**src/rtl/mem_arb_pkg.sv**
```systemverilog
// Shared types and constants for the single-port memory arbiter.
package mem_arb_pkg;

    localparam int WORD_W          = 16;
    localparam int TIMER_W         = 4;
    localparam int DEFAULT_TIMEOUT = 15;

    typedef enum logic [1:0] {
        IDLE   = 2'b00,
        F_WAIT = 2'b01,
        D_WAIT = 2'b10
    } arb_state_t;

    // True while an access is outstanding and the response is being awaited.
    function automatic logic is_wait(input arb_state_t s);
        return (s == F_WAIT) || (s == D_WAIT);
    endfunction

endpackage

```
**src/rtl/mem_arbiter_if.sv**
```systemverilog
// Pipeline-side and memory-side signals of the arbiter, bundled with the
// arbiter (slave) and environment (master) views.
interface mem_arbiter_if;
    import mem_arb_pkg::*;

    logic              f_req;
    logic [WORD_W-1:0] f_addr;
    logic              f_flush;
    logic              f_done;
    logic [WORD_W-1:0] f_rdata;
    logic              f_stall;

    logic              d_req;
    logic              d_wr;
    logic [WORD_W-1:0] d_addr;
    logic [WORD_W-1:0] d_wdata;
    logic              d_done;
    logic [WORD_W-1:0] d_rdata;
    logic              d_stall;

    logic              mem_ready;
    logic              mem_en;
    logic              mem_wr;
    logic [WORD_W-1:0] mem_addr;
    logic [WORD_W-1:0] mem_wdata;
    logic              mem_done;
    logic [WORD_W-1:0] mem_rdata;

    logic              err;

    modport slave (
        input  f_req, f_addr, f_flush,
        output f_done, f_rdata, f_stall,
        input  d_req, d_wr, d_addr, d_wdata,
        output d_done, d_rdata, d_stall,
        input  mem_ready, mem_done, mem_rdata,
        output mem_en, mem_wr, mem_addr, mem_wdata,
        output err
    );

    modport master (
        output f_req, f_addr, f_flush,
        input  f_done, f_rdata, f_stall,
        output d_req, d_wr, d_addr, d_wdata,
        input  d_done, d_rdata, d_stall,
        output mem_ready, mem_done, mem_rdata,
        input  mem_en, mem_wr, mem_addr, mem_wdata,
        input  err
    );

endinterface

```
**src/rtl/mem_arb_timer.sv**
```systemverilog
// Response-wait counter: cleared on issue, counts wait cycles, and flags the
// cycle in which the count would reach the limit.
module mem_arb_timer #(
    parameter int WIDTH = 4
) (
    input  logic             clk,
    input  logic             rst,
    input  logic             i_clear,
    input  logic             i_enable,
    input  logic [WIDTH-1:0] i_limit,
    output logic             o_expired
);

    logic [WIDTH-1:0] r_count;
    logic [WIDTH:0]   w_next;

    // One extra bit keeps the compare honest when the limit is the maximum value.
    assign w_next    = {1'b0, r_count} + {{WIDTH{1'b0}}, 1'b1};
    assign o_expired = i_enable && (w_next == {1'b0, i_limit});

    always_ff @(posedge clk or posedge rst) begin
        if (rst) begin
            r_count <= '0;
        end else if (i_clear) begin
            r_count <= '0;
        end else if (i_enable) begin
            r_count <= w_next[WIDTH-1:0];
        end
    end

endmodule

```
**src/rtl/mem_arbiter.sv**
```systemverilog
// Single-port memory arbiter: fetch and data stages share one memory, data has
// absolute priority, one access outstanding, sticky err on timeout/protocol faults.
module mem_arbiter
    import mem_arb_pkg::*;
#(
    parameter int TIMEOUT = DEFAULT_TIMEOUT
) (
    input  logic         clk,
    input  logic         rst,
    mem_arbiter_if.slave bus
);

    localparam logic [TIMER_W-1:0] LIMIT = TIMER_W'(TIMEOUT);

    arb_state_t        r_state;
    arb_state_t        w_next_state;
    logic              r_flush_pend;
    logic              w_flush_pend_next;
    logic              r_err;
    logic              w_err_set;
    logic              r_d_wr;
    logic              w_issue;
    logic              w_issue_data;
    logic              w_timer_en;
    logic              w_expired;
    logic              w_mem_en;
    logic              w_mem_wr;
    logic [WORD_W-1:0] w_mem_addr;
    logic [WORD_W-1:0] w_mem_wdata;
    logic              w_f_done;
    logic              w_d_done;

    assign w_timer_en = is_wait(r_state) && !bus.mem_done;

    mem_arb_timer #(
        .WIDTH (TIMER_W)
    ) u_timer (
        .clk       (clk),
        .rst       (rst),
        .i_clear   (w_issue),
        .i_enable  (w_timer_en),
        .i_limit   (LIMIT),
        .o_expired (w_expired)
    );

    always_ff @(posedge clk or posedge rst) begin
        if (rst) begin
            r_state      <= IDLE;
            r_flush_pend <= 1'b0;
        end else begin
            r_state      <= w_next_state;
            r_flush_pend <= w_flush_pend_next;
        end
    end

    // The store/load direction is latched at issue so a mid-access change can be flagged.
    always_ff @(posedge clk or posedge rst) begin
        if (rst) begin
            r_err  <= 1'b0;
            r_d_wr <= 1'b0;
        end else begin
            r_err <= r_err | w_err_set;
            if (w_issue_data) begin
                r_d_wr <= bus.d_wr;
            end
        end
    end

    always_comb begin
        w_next_state      = r_state;
        w_flush_pend_next = r_flush_pend;
        w_err_set         = 1'b0;
        w_issue           = 1'b0;
        w_issue_data      = 1'b0;
        w_mem_en          = 1'b0;
        w_mem_wr          = 1'b0;
        w_mem_addr        = '0;
        w_mem_wdata       = '0;
        w_f_done          = 1'b0;
        w_d_done          = 1'b0;

        case (r_state)
            IDLE: begin
                w_flush_pend_next = 1'b0;
                w_err_set         = bus.mem_done;
                // The memory stage holds the older instruction, so it always wins.
                if (bus.d_req && bus.mem_ready) begin
                    w_issue      = 1'b1;
                    w_issue_data = 1'b1;
                    w_mem_en     = 1'b1;
                    w_mem_wr     = bus.d_wr;
                    w_mem_addr   = bus.d_addr;
                    w_mem_wdata  = bus.d_wdata;
                    w_next_state = D_WAIT;
                end else if (bus.f_req && !bus.f_flush && bus.mem_ready) begin
                    w_issue      = 1'b1;
                    w_mem_en     = 1'b1;
                    w_mem_addr   = bus.f_addr;
                    w_next_state = F_WAIT;
                end
            end

            F_WAIT: begin
                if (bus.mem_done) begin
                    w_f_done          = !(r_flush_pend || bus.f_flush);
                    w_flush_pend_next = 1'b0;
                    w_next_state      = IDLE;
                end else if (w_expired) begin
                    w_err_set         = 1'b1;
                    w_flush_pend_next = 1'b0;
                    w_next_state      = IDLE;
                end else if (bus.f_flush) begin
                    w_flush_pend_next = 1'b1;
                end
            end

            D_WAIT: begin
                w_err_set = bus.d_req && (bus.d_wr != r_d_wr);
                if (bus.mem_done) begin
                    w_d_done     = 1'b1;
                    w_next_state = IDLE;
                end else if (w_expired) begin
                    w_err_set    = 1'b1;
                    w_next_state = IDLE;
                end
            end

            default: begin
                w_flush_pend_next = 1'b0;
                w_next_state      = IDLE;
            end
        endcase
    end

    assign bus.mem_en    = w_mem_en;
    assign bus.mem_wr    = w_mem_wr;
    assign bus.mem_addr  = w_mem_addr;
    assign bus.mem_wdata = w_mem_wdata;

    assign bus.f_done  = w_f_done;
    assign bus.f_rdata = w_f_done ? bus.mem_rdata : '0;
    assign bus.f_stall = bus.f_req & ~w_f_done;

    assign bus.d_done  = w_d_done;
    assign bus.d_rdata = w_d_done ? bus.mem_rdata : '0;
    assign bus.d_stall = bus.d_req & ~w_d_done;

    assign bus.err = r_err;

endmodule

```
**src/flat_wrapper.sv**
```systemverilog
// flat-port wrapper written by rule: the top's interface ports become plain ports
module mem_arbiter_flat import mem_arb_pkg::*;
#(
    parameter int TIMEOUT = DEFAULT_TIMEOUT
)
  (clk, rst, bus_f_req, bus_f_addr, bus_f_flush, bus_f_done, bus_f_rdata, bus_f_stall, bus_d_req, bus_d_wr, bus_d_addr, bus_d_wdata, bus_d_done, bus_d_rdata, bus_d_stall, bus_mem_ready, bus_mem_done, bus_mem_rdata, bus_mem_en, bus_mem_wr, bus_mem_addr, bus_mem_wdata, bus_err);
  mem_arbiter_if bus_i ();
  input  logic clk;
  input  logic rst;
  input wire logic [$bits(bus_i.f_req)-1:0] bus_f_req;
  input wire logic [$bits(bus_i.f_addr)-1:0] bus_f_addr;
  input wire logic [$bits(bus_i.f_flush)-1:0] bus_f_flush;
  output wire logic [$bits(bus_i.f_done)-1:0] bus_f_done;
  output wire logic [$bits(bus_i.f_rdata)-1:0] bus_f_rdata;
  output wire logic [$bits(bus_i.f_stall)-1:0] bus_f_stall;
  input wire logic [$bits(bus_i.d_req)-1:0] bus_d_req;
  input wire logic [$bits(bus_i.d_wr)-1:0] bus_d_wr;
  input wire logic [$bits(bus_i.d_addr)-1:0] bus_d_addr;
  input wire logic [$bits(bus_i.d_wdata)-1:0] bus_d_wdata;
  output wire logic [$bits(bus_i.d_done)-1:0] bus_d_done;
  output wire logic [$bits(bus_i.d_rdata)-1:0] bus_d_rdata;
  output wire logic [$bits(bus_i.d_stall)-1:0] bus_d_stall;
  input wire logic [$bits(bus_i.mem_ready)-1:0] bus_mem_ready;
  input wire logic [$bits(bus_i.mem_done)-1:0] bus_mem_done;
  input wire logic [$bits(bus_i.mem_rdata)-1:0] bus_mem_rdata;
  output wire logic [$bits(bus_i.mem_en)-1:0] bus_mem_en;
  output wire logic [$bits(bus_i.mem_wr)-1:0] bus_mem_wr;
  output wire logic [$bits(bus_i.mem_addr)-1:0] bus_mem_addr;
  output wire logic [$bits(bus_i.mem_wdata)-1:0] bus_mem_wdata;
  output wire logic [$bits(bus_i.err)-1:0] bus_err;
  assign bus_i.f_req = bus_f_req;
  assign bus_i.f_addr = bus_f_addr;
  assign bus_i.f_flush = bus_f_flush;
  assign bus_f_done = bus_i.f_done;
  assign bus_f_rdata = bus_i.f_rdata;
  assign bus_f_stall = bus_i.f_stall;
  assign bus_i.d_req = bus_d_req;
  assign bus_i.d_wr = bus_d_wr;
  assign bus_i.d_addr = bus_d_addr;
  assign bus_i.d_wdata = bus_d_wdata;
  assign bus_d_done = bus_i.d_done;
  assign bus_d_rdata = bus_i.d_rdata;
  assign bus_d_stall = bus_i.d_stall;
  assign bus_i.mem_ready = bus_mem_ready;
  assign bus_i.mem_done = bus_mem_done;
  assign bus_i.mem_rdata = bus_mem_rdata;
  assign bus_mem_en = bus_i.mem_en;
  assign bus_mem_wr = bus_i.mem_wr;
  assign bus_mem_addr = bus_i.mem_addr;
  assign bus_mem_wdata = bus_i.mem_wdata;
  assign bus_err = bus_i.err;
  mem_arbiter #(.TIMEOUT(TIMEOUT)) u_core (.clk(clk), .rst(rst), .bus(bus_i));
endmodule
```
**config.mk**
```make
export PLATFORM = sky130hd
export DESIGN_NAME = mem_arbiter_flat
export DESIGN_NICKNAME = d
export VERILOG_FILES = /design/src/rtl/mem_arb_pkg.sv /design/src/rtl/mem_arbiter_if.sv /design/src/rtl/mem_arb_timer.sv /design/src/rtl/mem_arbiter.sv /design/src/flat_wrapper.sv
export SDC_FILE = /design/constraint.sdc
export NUM_CORES = 1
export LEC_CHECK = 0
export ABC_CLOCK_PERIOD_IN_PS = 5200
export CORE_ASPECT_RATIO = 0.6
export CORE_MARGIN = 2
export CORE_UTILIZATION = 29
export DETAILED_ROUTE_END_ITERATION = 7
export PLACE_DENSITY_LB_ADDON = 0.2
export SYNTH_ARGS = -nofsm -noshare
export SYNTH_HDL_FRONTEND = slang
export SYNTH_HIERARCHICAL = 1
export SYNTH_SLANG_ARGS = --single-unit
export TNS_END_PERCENT = 20
```
**constraint.sdc**
```tcl
create_clock -name clk -period 5.2 [get_ports clk]
set_input_delay 1.04 -clock clk [delete_from_list [all_inputs] [get_ports clk]]
set_output_delay 1.04 -clock clk [all_outputs]
set_load 0.02 [all_outputs]
```
# After elaboration in Yosys (flattened, before gate mapping)
# Index checks and enable logic that the tools add are counted.
# word_totals
wordCells	69
register_bits	9
output_inout_bits	71
# op_classes
n_addsub	1
bitwise_logic	6
eq_ne	7
reduce_logical	16
mux	34
# op_table
op	count
$mux W16	7
$mux W1	18
$mux W2	4
$mux W4	2
$logic_and A1 B1 Y1	6
$ne A3 B1 Y1 const B	2
$add A4 B1 Y5 const B	1
$eq A5 B4 Y1 const B	1
$ne A4 B4 Y1 const B	1
$pmux W2 S2	1
$reduce_and A2 Y1	2
$logic_not A1 Y1	3
$not A1 Y1	3
$pmux W1 S3	1
$and A1 B1 Y1	2
$eq A2 B1 Y1 const B	1
$eq A2 B2 Y1 const B	1
$logic_not A2 Y1	1
$logic_or A1 B1 Y1	2
$pmux W1 S2	1
$reduce_bool A2 Y1	1
$reduce_or A2 Y1	1
$ne A1 B1 Y1	1
$or A1 B1 Y1	1

# Longest topological paths before layout
# Gate-level depths: netlist (run 1).
# logic_depth
word_depth	8
mapped_depth	8
ltp_nobuf	8

# Modules after synthesis
# Netlist (run 1), hierarchy kept.
# by_module_without_submodules
module	instances	seq_area_each_um2	area_each_um2	cells_per_inst
mem_arbiter	1	125.1	910.9	117
mem_arb_timer	1	100.1	256.5	26

# Worst setup path after synthesis (run 1)
# Ideal clock, no wire load.
# synth_timing
path_kind	input port to output port
start	input bus_f_req
end	output bus_mem_addr[10]
path_buffers	1
setup_slack_ns	2.266
t_arrival_ns	1.894
stages	4
path_cell_list	nor2b_2 > nor3b_4 > buf_6 > a22o_1
# synth_between
elab_chain_cells	5
# synth_rtl
item	line	rtl
start, declared	flat_wrapper.sv:10	input wire logic [$bits(bus_i.f_req)-1:0] bus_f_req;
$logic_and A1 B1 Y1 (2 in series)	mem_arbiter.sv:95	end else if (bus.f_req && !bus.f_flush && bus.mem_ready) begin
$mux W16	mem_arbiter.sv:95	
$mux W16	mem_arbiter.sv:87	if (bus.d_req && bus.mem_ready) begin
$mux W16	mem_arbiter.sv:82	case (r_state)
end, declared	flat_wrapper.sv:28	output wire logic [$bits(bus_i.mem_addr)-1:0] bus_mem_addr;
# Every way passes these cells.

# Worst setup path after layout (run 1)
# layout_timing
start	input bus_f_req
end	output bus_mem_addr[5]
# The elaborated chain is that of the path after synthesis.

==> results.tsv, run 1 <==
stage	metric	value	unit
outcome	status	completed	
worst_setup_path	r2r setup slk	2.96	ns
grt	Global Route Usage Sum	22.3	%
worst_setup_path	most frequent CP cell	clkdlybuf4s50_1	
clocking	Clock Path Buffers	2	
logic_synthesis	register area share after synthesis	19.3	%
clocking	TritonCTS buffer count	3	
clocking	Post-CTS Hold Buffers	0	
pwr	Psw	0.261	mW
sta	final setup fails	0	
placement	DP Area	2610	sq um
sta	fin crit share	79.8	%
run	Max-cap violations	0	
logic_synthesis	synth unique cells	35	
pwr	Clk pwr share	12.7	%
worst_setup_path	crit-path max cell delay	0.62	ns
worst_setup_path	Setup CP Type	input port to output pin	
worst_setup_path	worst-path cell chain	clkdlybuf4s50_1 > nor2b_2 > nor3b_4 > a22o_1 > clkdlybuf4s50_1	
finish	share of layout cells above drive strength 1	4.58	%
min_path	hold path start	u_core/bus.err$_DFF_PP0_	
logic_synthesis	synthesized area	1170	sq um
worst_setup_path	Reg2Reg Depth	8	
pwr	internal cell power	0.371	mW
sta	Slew @ Worst Pin	0.620	ns
min_path	Worst Hold End	u_core/bus.err$_DFF_PP0_	
worst_setup_path	Critical Path Slowest Stage Cell	clkdlybuf4s50_1	
die	core area	3760	sq um
sta	slew margin rel.	58.6	%
route	Total Wirelength	5.43	mm
pwr	Cell Pwr Density	238	nW/um^2
grt	antenna violations before repair	0	
sta	setup TNS	0	ns
clocking	Post-CTS Setup Bufs	0	
clocking	CTS tree	built	
grt	pin count of the biggest net entering global routing	36	
route	DRC Markers	0	
sta	Tmin final	4.15	ns
pwr	Leak Pwr	1.11	nW
worst_setup_path	reg2reg start	u_core/r_state[0]$_DFFE_PP0P_	
worst_setup_path	worst-path fanout max	16	
sta	Slew Limit Fails	0	
placement	DP HPWL	4.55	mm
min_path	Min-Delay Path Depth	1	
logic_synthesis	Avg Synthesized Cell Area	8.16	sq um
clocking	CTS Sinks	9	
finish	Synth-to-Final Area Change	128	%
route	antenna-violating nets left	0	
finish	post-layout instance area	2660	sq um
sta	Clock Skew	0.000660	ns
route	drt wl/cell	16.4	um
pwr	Switching Fraction	41.3	%
clocking	clk root buf	clkbuf_8	
route	Detailed Route Iter0 Violations	73	
finish	Fill cells	300	
grt	total gr overflow	0	
grt	vias in the first global route	1373	
pwr	Worst VDD drop	0.204	mV
sta	RSZ-0062 raised after global routing	false	
worst_setup_path	Worst EP required	4.16	ns
die	Starting Density	31.0	%
clocking	H-tree depth	1	
logic_synthesis	Post-Syn Instances	143	
logic_synthesis	Yosys reg bits	9	
logic_synthesis	synth warn	6	
sta	FMAX	241	MHz
worst_setup_path	Worst Path Arrival	3.11	ns
sta	Final Hold Slack	0.490	ns
pwr	Seq pwr share	17.9	%
die	Die Ht	53.1	um
worst_setup_path	critical path endpoint category	output pin	
die	row count	17	
pwr	Logic pwr share	69.4	%
route	TritonRoute pass-1 iters	5	
pwr	Tot Pwr	0.633	mW
placement	gpl congestion	0.776	
clocking	clk_lat worst skew	0.23	ns
clocking	post-CTS resize count	0	
die	Die X	85.9	um
die	die area	4570	sq um
die	Ports	143	
route	Vias	1526	
sta	Final Hold Viols	0	
clocking	clock slew at reported path FFs	0.04	ns
worst_setup_path	Worst R2R End	u_core/r_state[1]$_DFFE_PP0P_	
finish	layout net count	362	
finish	antenna cells	0	
grt	first-pass GRT wire length	7.71	mm
route	via/cell ratio	4.61	
worst_setup_path	Setup crit start kind	input port	
placement	count of input and output buffers	142	
min_path	worst min-delay path class	flip-flop to flip-flop	
-- worst max-delay path by stage --
stage	startpoint	end	slack, ns
floorplan	bus_f_req	bus_mem_addr[10]	2.27
global placement	bus_f_flush	bus_mem_addr[5]	1.07
detailed placement	bus_f_req	bus_mem_addr[5]	1.06
CTS	bus_f_req	bus_mem_addr[5]	1.06
global route	bus_f_flush	bus_mem_addr[5]	0.92
finish	bus_f_req	bus_mem_addr[5]	1.05
-- flip-flops by register name (all words and copies together) (netlist names) --
name / count
u_core/r_flush_pend: 1
u_core/r_d_wr: 1
u_core/bus.err: 1
u_core/u_timer/r_count: 4
u_core/r_state: 2
-- area by class of cell --
class / instances / area, sq um / area share, %
Multi-Input combinational cell: 122 / 875 / 32.9
Inverter: 5 / 18.8 / 0.706
Sequential cell: 9 / 225 / 8.47
Timing Repair Buffer: 144 / 1440 / 54.0
Tap cell: 47 / 58.8 / 2.21
Clock buffer: 4 / 45.0 / 1.69
-- cells by family after synthesis --
| kind of cell | after synthesis | synth area share [%] |
|---|---|---|
| AOI/OAI and AO/OA | 24 | 16.9 |
| xor gates and xnor gates | 10 | 7.50 |
| adders and majority gates | 5 | 5.36 |
| buffers and inverters | 15 | 6.75 |
| DFF | 9 | 19.3 |
| muxes | 3 | 2.79 |
| other | 1 | 0.321 |
| and+or+nand+nor | 76 | 41.1 |
-- synth_stat cells --
library cell | number | share of area (%)
nor3_2 | 1 | 0.86
buf_6 | 2 | 1.9
nor4b_1 | 1 | 0.75
mux2i_1 | 1 | 0.86
mux2_2 | 2 | 1.9
buf_1 | 1 | 0.32
nor3b_1 | 1 | 0.64
buf_4 | 1 | 0.64
or3b_2 | 1 | 0.75
conb_1 | 1 | 0.32
clkbuf_1 | 3 | 0.96
nor2b_2 | 1 | 0.75
and3_1 | 17 | 9.1
a21oi_1 | 2 | 0.86
o221a_2 | 1 | 0.96
xnor2_1 | 6 | 4.5
nand2_1 | 4 | 1.3
buf_2 | 1 | 0.43
xor2_1 | 4 | 3.0
and2_1 | 35 | 19
dfrtp_1 | 9 | 19
nand3_1 | 2 | 0.86
o21bai_1 | 1 | 0.64
nor2b_1 | 3 | 1.6
nor2_1 | 6 | 1.9
ha_1 | 5 | 5.4
clkbuf_2 | 2 | 0.86
nand4_1 | 2 | 1.1
inv_1 | 5 | 1.6
a31o_1 | 1 | 0.75
a22o_1 | 16 | 12
o21ai_0 | 2 | 0.86
nor3b_4 | 1 | 1.6
a311o_1 | 1 | 0.86
and4bb_2 | 1 | 1.1
-- critical path: cells and delay by family --
family,cells,cell delay (ns)
AOI/OAI and AO/OA,1,0.22
buffers and inverters,2,1.08
and+or+nand+nor,2,0.77
-- cells in the final DEF (no fill, tap or decap), drive strengths merged, types with 2 or more instances in the layout --
cell type and instances:
clkbuf 4, nor3b 2, nor2 6, nor2b 4
and3 17, dfrtp 9, nand3 2, clkdlybuf4s50 142
o21ai 2, conb 4, ha 5, xnor2 6
nand2 4, a21oi 2, a22o 16, nand4 2
mux2 2, xor2 4, inv 5, buf 2
and2 35
-- metal layers --
| layer | track usage (%) | wire length, um | up-vias |
|---|---|---|---|
| met5 | 0 | 0 | - |
| met4 | 4.23 | 28 | 0 |
| met3 | 4.68 | 456 | 4 |
| met2 | 36.3 | 2450 | 56 |
| met1 | 30.7 | 2490 | 686 |
| li1 | - | - | 780 |
-- metrics by stage --
stage / util (%) / cells / setup slack [ns]
after floorplan: - / 146 / 2.27
after global placement: 69.4 / 327 / 1.07
after detailed placement: 69.4 / 327 / 1.06
after CTS: 70.6 / 331 / 1.06
after global routing: 70.6 / 331 / 0.920
final: 70.6 / 331 / 1.05
-- power by group through the flow --
stage | Clock (mW) | Sequential, mW | Combinational, mW
2_1_floorplan | 0 | 0.108 | 0.246
3_3_place_gp | 0 | 0.112 | 0.432
3_5_place_dp | 0 | 0.114 | 0.439
4_1_cts | 0.0815 | 0.113 | 0.441
5_1_grt | 0.0897 | 0.117 | 0.468
6_report | 0.0802 | 0.113 | 0.439
No activity file was read; power rests on OpenSTA's default activity.
==> run 2, diff against run 1 <==
ABC_CLOCK_PERIOD_IN_PS = 3400   (was 5200)
CORE_UTILIZATION = 24   (was 29)
clock period = 3.4 ns   (was 5.2 ns; I/O delays follow)
==> results.tsv, run 2 (synthesis results as in run 1) <==
stage	metric	value	unit	change
finish	most common cell after layout, fill and taps aside	clkdlybuf4s50_1		
grt	pin count of the biggest net entering global routing	36		unchanged
pwr	Tot Pwr	0.969	mW	+53%
sta	fin crit share	93.2	%	
worst_setup_path	Worst EP required	2.72	ns	-1.44 ns
route	drt wl/cell	13.9	um	-15%
die	core area	4640	sq um	+23%
sta	Slew Limit Fails	0		unchanged
die	Die X	94.0	um	+9.5%
clocking	TritonCTS buffer count	3		unchanged
worst_setup_path	r2r setup slk	1.09	ns	-1.87 ns
route	Vias	1503		-1.5%
finish	share of layout cells above drive strength 1	5.57	%	+1.0 points
min_path	hold path start	u_core/bus.err$_DFF_PP0_		
placement	count of input and output buffers	142		unchanged
die	Starting Density	25.2	%	-5.8 points
sta	slew margin rel.	60.2	%	+1.6 points
finish	Fill cells	431		+44%
worst_setup_path	crit-path max cell delay	0.61	ns	about the same
run	Max-cap violations	0		unchanged
pwr	Worst VDD drop	0.285	mV	+39%
grt	first-pass GRT wire length	7.28	mm	-5.6%
finish	antenna cells	0		unchanged
worst_setup_path	worst-path fanout max	16		unchanged
worst_setup_path	worst-path cell chain	clkdlybuf4s50_1 > nor2b_2 > nor3b_4 > buf_12 > a22o_1 > clkdlybuf4s50_1		
clocking	CTS tree	built		
worst_setup_path	critical path endpoint category	output pin		
grt	Global Route Usage Sum	17.0	%	-5.3 points
clocking	H-tree depth	1		unchanged
clocking	clk root buf	clkbuf_8		
outcome	status	completed		
pwr	Cell Pwr Density	356	nW/um^2	+49%
clocking	Post-CTS Hold Buffers	0		unchanged
die	die area	5460	sq um	+19%
clocking	CTS Sinks	9		unchanged
min_path	worst min-delay path class	flip-flop to flip-flop		
worst_setup_path	WP buf/inv	3		+1
route	TritonRoute pass-1 iters	4		-1
pwr	Leak Pwr	1.13	nW	+1.9%
sta	Slew @ Worst Pin	0.597	ns	-0.0235 ns
worst_setup_path	Worst Path Arrival	2.49	ns	-0.62 ns
worst_setup_path	Top Family by Delay on Critical Path	buffers and inverters		
clocking	clk_lat worst skew	0.23	ns	about the same
die	Die Ht	58.0	um	+9.2%
finish	layout net count	365		+0.83%
sta	setup TNS	0	ns	unchanged
finish	Synth-to-Final Area Change	134	%	
min_path	Worst Hold End	u_core/bus.err$_DFF_PP0_		
placement	gpl congestion	0.773		-0.40%
sta	Final Hold Viols	0		unchanged
clocking	clock slew at reported path FFs	0.04	ns	about the same
grt	vias in the first global route	1361		-0.87%
finish	Largest regs	u_core/u_timer/r_count (4), u_core/r_state (2)		
worst_setup_path	Setup CP Type	input port to output pin		
finish	Reg area	225	sq um	unchanged
sta	FMAX	316	MHz	
sta	final setup fails	0		unchanged
worst_setup_path	Worst R2R End	u_core/r_state[1]$_DFFE_PP0P_		
worst_setup_path	Critical Path Slowest Stage Cell	clkdlybuf4s50_1		
worst_setup_path	Setup crit start kind	input port		
finish	commonest cells after routing, fill and taps aside	clkdlybuf4s50_1, and2_1, and3_1		
die	Ports	143		unchanged
placement	DP HPWL	4.08	mm	-10%
grt	antenna violations before repair	0		unchanged
worst_setup_path	Reg2Reg Depth	8		unchanged
worst_setup_path	reg2reg start	u_core/r_state[0]$_DFFE_PP0P_		
route	Total Wirelength	4.86	mm	-11%
finish	Multi-input gate area	875	sq um	unchanged
min_path	Min-Delay Path Depth	1		unchanged
grt	total gr overflow	0		unchanged
finish	max reg flops	4		unchanged
route	DRC Markers	0		unchanged
placement	DP Area	2680	sq um	+2.6%
finish	final core occ	58.8	%	-12 points
sta	RSZ-0062 raised after global routing	false		
clocking	post-CTS resize count	0		unchanged
route	antenna-violating nets left	0		unchanged
sta	Tmin final	3.17	ns	
route	Detailed Route Iter0 Violations	50		-32%
worst_setup_path	most frequent CP cell	clkdlybuf4s50_1		
finish	post-layout instance area	2730	sq um	+2.5%
clocking	Clock Path Buffers	2		unchanged
route	via/cell ratio	4.29		-6.9%
die	row count	19		+2
finish	Largest Register	u_core/u_timer/r_count		
clocking	Post-CTS Setup Bufs	0		unchanged
sta	Clock Skew	0.000705	ns	+0.0000456 ns
## run 2: changes by cell type in the layout (fill, tap and decap cells not counted)
cell    delta
buf_4      +1
buf_12     +2
## run 2: layout make-up
| cell class | count | share of cell area [%] |
|---|---|---|
| timing repair buffer | 147 | 54.4 |
| multi-input combinational | 122 | 32.1 |
| sequential | 9 | 8.26 |
| tap | 63 | 2.89 |
| clock buffer | 4 | 1.65 |
| inverter | 5 | 0.688 |
## run 2: worst max path at each step
| stage | startpoint | endpoint | cells past startpoint |
|---|---|---|---|
| final | bus_f_req | bus_mem_addr[2] | 6 |
| after global routing | bus_f_req | bus_mem_addr[6] | 6 |
| after CTS | bus_f_req | bus_mem_addr[3] | 6 |
| after detailed placement | bus_f_req | bus_mem_addr[3] | 6 |
| after global placement | bus_f_req | bus_mem_addr[2] | 6 |
| after floorplan | bus_f_req | bus_mem_addr[10] | 4 |
## run 2: where the power goes
group | switching (mW) | internal, mW | total (mW)
Sequential | 0.0344 | 0.138 | 0.173
Combinational | 0.315 | 0.359 | 0.674
Clock | 0.0405 | 0.0815 | 0.122
Total | 0.390 | 0.579 | 0.969
## run 2: metrics by stage
| stage | worst slack [ns] | hold WS, ns | cells |
|---|---|---|---|
| 6_report | 0.231 | 0.492 | 350 |
| 5_1_grt | 0.128 | 0.512 | 350 |
| 4_1_cts | 0.222 | 0.499 | 350 |
| 3_5_place_dp | 0.225 | 0.486 | 346 |
| 3_3_place_gp | 0.211 | 0.472 | 346 |
| 2_1_floorplan | 1.19 | 0.446 | 146 |
## run 2: layer usage
metal  GRT usage, %  up-vias  wire, um
met5              0        -         0
met3           3.51        0       177
met4           1.24        0         0
li1               -      790         -
met1           25.1      683      2380
met2           26.7       30      2300
==> run 3, diff against run 2 <==
SLEW_MARGIN = 20   (was unset)
==> results of run 3 <==
The final DEF is identical to that of run 2; final timing and power are the same.
